`src/rtl/rob_commit_queue_pkg.sv`:
```
// rob_commit_queue_pkg: shared widths and the retire entry type for the commit queue
package rob_commit_queue_pkg;
  localparam int DISPATCH_WIDTH = 2;
  localparam int COMMIT_WIDTH = DISPATCH_WIDTH;
  localparam int PHYS_REGS_ADDR_WIDTH = 6;
  typedef struct packed {
    logic [PHYS_REGS_ADDR_WIDTH-1:0] phys_rd;
    logic [4:0]                      arch_rd;
    logic [31:0]                     pc;
    logic [31:0]                     instr;
  } commit_entry_t;
endpackage

```
`src/rtl/rob_commit_queue_compactor.sv`:
```
// commit_lane_compactor: per-lane slot offsets (exclusive prefix popcount) and total enabled lanes
module commit_lane_compactor #(
  parameter int W = 2,
  localparam int OW = $clog2(W + 1)
) (
  input  logic [W-1:0]         en,
  output logic [W-1:0][OW-1:0] off,
  output logic [OW-1:0]        k
);
  always_comb begin
    k = '0;
    for (int i = 0; i < W; i++) begin
      off[i] = k;
      k = k + OW'(en[i]);
    end
  end
endmodule

```
`src/rtl/rob_commit_queue.sv`:
```
// rob_commit_queue: in-order retire buffer, compacts sparse commit lanes, drains oldest-first, counts instret
module rob_commit_queue #(
  parameter int COMMIT_WIDTH = rob_commit_queue_pkg::COMMIT_WIDTH,
  parameter int OUT_WIDTH = 1,
  parameter int DEPTH = 8,
  parameter int PHYS_REGS_ADDR_WIDTH = rob_commit_queue_pkg::PHYS_REGS_ADDR_WIDTH
) (
  input  logic                                             clk,
  input  logic                                             rst_n,
  input  logic [COMMIT_WIDTH-1:0]                          in_en,
  input  logic [COMMIT_WIDTH-1:0][PHYS_REGS_ADDR_WIDTH-1:0] in_phys_rd,
  input  logic [COMMIT_WIDTH-1:0][4:0]                     in_arch_rd,
  input  logic [COMMIT_WIDTH-1:0][31:0]                    in_pc,
  input  logic [COMMIT_WIDTH-1:0][31:0]                    in_instr,
  output logic                                             in_ready,
  output logic [OUT_WIDTH-1:0]                             out_en,
  output logic [OUT_WIDTH-1:0][PHYS_REGS_ADDR_WIDTH-1:0]   out_phys_rd,
  output logic [OUT_WIDTH-1:0][4:0]                        out_arch_rd,
  output logic [OUT_WIDTH-1:0][31:0]                       out_pc,
  output logic [OUT_WIDTH-1:0][31:0]                       out_instr,
  input  logic                                             out_ready,
  output logic [$clog2(DEPTH+1)-1:0]                       count,
  output logic [63:0]                                      instret
);
  import rob_commit_queue_pkg::*;
  localparam int PW = $clog2(DEPTH);
  localparam int CNTW = $clog2(DEPTH + 1);
  localparam int KW = $clog2(COMMIT_WIDTH + 1);
  localparam logic [CNTW-1:0] DEPTH_C = CNTW'(DEPTH);
  localparam logic [CNTW-1:0] CW_C = CNTW'(COMMIT_WIDTH);
  commit_entry_t mem [DEPTH];
  logic [PW-1:0] head, tail;
  logic [COMMIT_WIDTH-1:0][KW-1:0] off;
  logic [KW-1:0] k;
  logic [CNTW-1:0] k_eff, d;
  commit_lane_compactor #(.W(COMMIT_WIDTH)) u_compactor (.en(in_en), .off(off), .k(k));
  assign in_ready = (DEPTH_C - count) >= CW_C;
  always_comb begin
    k_eff = in_ready ? CNTW'(k) : '0;
    d = '0;
    for (int i = 0; i < OUT_WIDTH; i++) begin
      out_en[i] = count > CNTW'(i);
      out_phys_rd[i] = mem[head + PW'(i)].phys_rd;
      out_arch_rd[i] = mem[head + PW'(i)].arch_rd;
      out_pc[i] = mem[head + PW'(i)].pc;
      out_instr[i] = mem[head + PW'(i)].instr;
      d = d + ((out_ready && out_en[i]) ? CNTW'(1) : '0);
    end
  end
  always_ff @(posedge clk or negedge rst_n) begin
    if (!rst_n) begin
      head <= '0;
      tail <= '0;
      count <= '0;
      instret <= '0;
    end else begin
      head <= head + PW'(d);
      tail <= tail + PW'(k_eff);
      count <= count + k_eff - d;
      instret <= instret + 64'(d);
    end
  end
  // storage is intentionally left unreset; only pointers define validity
  always_ff @(posedge clk) begin
    for (int i = 0; i < COMMIT_WIDTH; i++)
      if (in_ready && in_en[i])
        mem[tail + PW'(off[i])] <= '{phys_rd: in_phys_rd[i], arch_rd: in_arch_rd[i], pc: in_pc[i], instr: in_instr[i]};
  end
`ifndef SYNTHESIS
  always_ff @(posedge clk) begin
    if (rst_n) begin
      assert (count <= DEPTH_C) else $error("count exceeds DEPTH");
      assert (((out_en + OUT_WIDTH'(1)) & out_en) == '0) else $error("out_en not contiguous");
      assert (in_ready || k_eff == '0) else $error("enqueue while not ready");
    end
  end
`endif
endmodule

```
`config.mk`:
```
export PLATFORM = sky130hd
export DESIGN_NAME = rob_commit_queue
export DESIGN_NICKNAME = d
export VERILOG_FILES = /design/src/rtl/rob_commit_queue_pkg.sv /design/src/rtl/rob_commit_queue_compactor.sv /design/src/rtl/rob_commit_queue.sv
export SDC_FILE = /design/constraint.sdc
export NUM_CORES = 1
export LEC_CHECK = 0
export CORE_UTILIZATION = 25
export DETAILED_ROUTE_END_ITERATION = 8
export GPL_TIMING_DRIVEN = 0
export SLEW_MARGIN = 20
export SYNTH_ARGS = -nofsm -noshare
export SYNTH_HDL_FRONTEND = slang
export SYNTH_SLANG_ARGS = --single-unit
export TNS_END_PERCENT = 30
```
`constraint.sdc`:
```
create_clock -name clk -period 17.5 [get_ports clk]
set_clock_uncertainty 0.1 [all_clocks]
set_input_delay 5.25 -clock clk [delete_from_list [all_inputs] [get_ports clk]]
set_output_delay 5.25 -clock clk [all_outputs]
set_load 0.01 [all_outputs]
```
* Word-level counts from Yosys, hierarchy flattened
Memory sizes are Yosys's and may differ from the RTL's.
Cells that the tools add are included.
** Storage, ports and cells
- Flip-flop bits (word level) :: 74
- RAM bits :: 600
- Input port bits :: 155
- Output and inout bits :: 145
- Word-level logic and storage cells :: 24
- Memories kept :: 1
** Operators by class
- Add/sub/neg operators :: 8
- $lt $le $gt $ge :: 2
- Mux-type cells :: 6
- Reductions and logical operators :: 3
** Memory list
- mem :: words 8, bits a word 75, rd ports 1, clocked after memory_dff 0, write ports 2, RTL line rob_commit_queue.sv:31 : commit_entry_t mem [DEPTH];
** Operators with widths (count)
- adder 64 x 1 -> 64 bit :: 1
- adder 3 x 1 -> 3 bit :: 2
- two-way mux 1 bit :: 5
- adder 4 x 2 -> 4 bit :: 1
- >= comparator 4 x 2 -> 1 bit (second input constant) :: 1
- > comparator 4 x 1 -> 1 bit (second input constant) :: 1
- subtractor 4 x 1 -> 4 bit :: 1
- subtractor 4 bit (first input constant) :: 1
- adder 3 x 2 -> 3 bit :: 1
- logical AND 1 bit :: 3
- adder 1 x 1 -> 2 bit :: 1
- two-way mux 2 bit :: 1

* Logic depth before layout (Yosys ltp)
- Depth after elaboration :: 5
- Mapped depth :: 12
- Gate-level depth less buffers :: 11

* Cells and area by module
Synthesis repeated with hierarchy kept, for this count alone.
** Unflattened totals
- Cell total of the unflattened synthesis :: 1903
- Area total of the unflattened synthesis :: 34276.6 um^2
** By module, submodules not included
- rob_commit_queue :: instances 1, cells each 1897, area an instance 34230.3 um^2, sequential area each 19869.1 um^2
- commit_lane_compactor :: instances 1, cells each 6, area an instance 46.3 um^2, sequential area each 0.0 um^2

* Least setup slack after synthesis
Ideal clock, no wire load.
- Path kind :: input-to-reg
- Start point :: input in_en[0]
- End point :: memory mem[5][0] (netlist bit), enable pin
- Library setup time :: 619 ps
- Arrival :: 10868 ps
- Data required time :: 16781 ps
- Setup slack :: 5913 ps
- Stages :: 2
- Path buffers :: 0
- Cells stage by stage :: nand2_1 -> o31ai_1
** RTL lines
- start: declaration :: RTL line rob_commit_queue.sv:10 : input logic [COMMIT_WIDTH-1:0] in_en,
- end: declaration :: RTL line rob_commit_queue.sv:31

==> qor.yml <==
status: "completed"
routed_via_density: 4.631
drc: 0
syn_avg_cell_area_um2: 17.66
required_ns: 12.15
p_leak_nw: 14.35
arrival_ns: 4.24
rows: 133
maxCapViolations: 0
cts-htree-levels: 3
worstMarginPinSlew_ns: 1.120
critPathMaxStageDelay_ns: 0.84
crit_slowest_cell: "clkbuf_1"
path_clk_slew_ns: 0.06
gp_congestion: 0.7634
core_area_um2: 132100
drt-initial-drc-count: 1598
ys_types: 36
setup.worst_path.class: "reg2out"
hold_buffers: 0
first_global_vias: 20107
fmax_ghz: 0.1042
hold_path_class: "reg2reg"
dp_slack_ns: 7.837
fin_crit_sh: 0.5483
post_cts_resized: 0
design_area_um2: 42480
ctsLongestPathBuffers: 3
max_slew_margin: 0.2537
cts_buffers: 81
insertion_delay_ns: 0.70
total_power_mw: 7.342
r2r-start: "count[0]$_DFF_PN0_"
worstSetupStartpointType: "register"
fill_cells: 12928
dr.pass1.iters: 5
synth_seq_cells: 674
start_util: 0.2531
p_per_area_nw_per_um2: 172.8
dp_hpwl_mm: 67.31
rr_worst_depth: 13
grt_usage: 0.1485
endpoint_kind: "output pin"
syn_nets: 2067
fin_cells: 4151
io_pins: 300
whs_path_depth: 1
syn_inst: 1894
num-nets-final: 2501
grt-ovfl-total: 0
ys_seq_area_frac: 0.5941
cts_root_buf: "clkbuf_16"
routedWlPerCell_um: 24.35
dr_total_vias: 19223
layout_commonest_cell: "mux2_2"
critPathMaxFanout: 10
ir_drop_mv: 0.06454
cp_common_cell: "clkbuf_1"
slew_violations: 0
syn_area_um2: 33450
die_w_um: 367.8
min_to: "instret[63]$_DFF_PN0_"
portBuffers: 299
die_h_um: 367.8
cts_tree: "yes"
area_growth_pct: 27.02
hp-start: "instret[63]$_DFF_PN0_"
grt_pass1_wl_mm: 144.9
yosysWarnings: 0
post_cts.repair.setup_buffers: 0
drt-total-wl_mm: 101.1
final-setup-viol-count: 0
dp_cells: 4000
path_cells: "clkbuf_1 > clkbuf_2 > clkbuf_1 > mux4_2 > mux2_2 > clkdlybuf4s50_1"
layout-drive-gt1-share: 0.4542
hold_violations: 0
r2r_end: "mem[1][40]$_DFFE_PP_"
timing.final.ws_setup_ns: 7.906
fin_crit_ns: 9.594
ant_nets: 0
grt_start_max_net_pins: 45
rsz0062_at_grt: "no"
dpl_cell_area_um2: 39830
tns_ns: 0
cts.sinks: 674
rrSetupSlack_ns: 13.25
antenna_found_initial: 10
final_cell_mix: "636 x mux2_2, 600 x edfxtp_1, 298 x clkdlybuf4s50_1"
dieArea_um2: 135300
## per-stage QoR
step	hold WS (ns)	utilization
2_1_floorplan	0.3765	-
3_3_place_gp	0.3679	0.2924
3_5_place_dp	0.3581	0.3015
4_1_cts	0.3732	0.3214
5_1_grt	0.3834	0.3215
6_report	0.3740	0.3215
## where the power goes
group	leakage [nW]	internal, mW	total, mW	switching, mW
Sequential	6.47	2.37	2.48	0.114
Clock	1.30	0.984	1.69	0.704
Combinational	6.59	1.56	3.17	1.61
## per-layer routing
| metal | vias to the layer above | global-route usage | wire [um] |
|---|---|---|---|
| met1 | 10133 | 0.1963 | 44940 |
| met4 | 14 | 0.04405 | 2105 |
| met2 | 456 | 0.2442 | 48810 |
| li1 | 8503 | - | - |
| met3 | 117 | 0.03036 | 5133 |
| met5 | - | 0 | 73 |
## synthesized netlist by cell type
library cell	n	area (um^2)
nand2_1	34	127.6
nor3_1	17	85.08
inv_1	19	71.32
buf_2	50	250.2
xnor2_1	38	332.8
and2_1	6	37.54
xor2_1	30	262.8
and4_1	6	52.55
nor3b_1	2	15.01
nor4_1	8	50.05
ha_1	16	200.2
buf_4	16	120.1
nor2_1	20	75.07
or3_1	2	12.51
dfrtp_1	74	1852
nand2b_1	2	12.51
nor4b_1	1	8.760
mux2_4	39	585.6
mux2_2	636	7162
clkbuf_1	34	127.6
o21bai_1	4	30.03
a211o_1	1	8.760
buf_1	9	33.78
o21ai_0	3	15.01
a21oi_1	1	5.000
mux4_2	150	3378
buf_6	6	67.56
fa_1	2	40.04
nand3b_1	6	45.04
nand4_1	20	125.1
a21o_1	1	7.510
and3_1	11	68.82
o31ai_1	2	15.01
nand3_1	27	135.1
edfxtp_1	600	18020
nor4_2	1	12.51
## worst max-delay path by stage
stage | startpoint | endpoint | slack (ns)
after floorplan | in_en[0] | mem[5][0]$_DFFE_PP_ | 5.91
after global placement | in_en[0] | mem[5][35]$_DFFE_PP_ | -2.82
after detailed placement | in_en[0] | mem[2][37]$_DFFE_PP_ | 7.84
after CTS | head[1]$_DFF_PN0_ | out_phys_rd[1] | 7.69
after global routing | head[1]$_DFF_PN0_ | out_phys_rd[5] | 7.68
final | head[1]$_DFF_PN0_ | out_instr[0] | 7.91
## sequential cells by signal, indices dropped and copies added (netlist names)
name	flops
count	4
head	3
instret	64
mem	600
tail	3
## critical path, delay by kind of cell, from the launching register on
kind                   cells  cell delay [ns]
buffers and inverters      4             2.45
muxes                      2             0.74
DFF                        1             0.35
## cell type report
class                           instances  area [um^2]  area share
Buffer                                115        613.1     0.01443
Multi-Input combinational cell       1086        13000      0.3060
Sequential cell                       674        19870      0.4677
Tap cell                             1755         2196     0.05169
Clock inverter                         43        386.6    0.009101
Antenna cell                            3        7.507   0.0001767
Inverter                               19        71.32    0.001679
Timing Repair Buffer                  351         4085     0.09616
Clock buffer                          105         2252     0.05301
## logic make-up after synthesis
group	after synthesis	share of synthesized area
buf+inv	134	0.02005
compound gates	12	0.002431
fa+ha+maj	18	0.007183
simple gates	163	0.02581
mux	825	0.3326
xor+xnor	68	0.01781
flops	674	0.5941
Power figures use the tool's default switching activity.
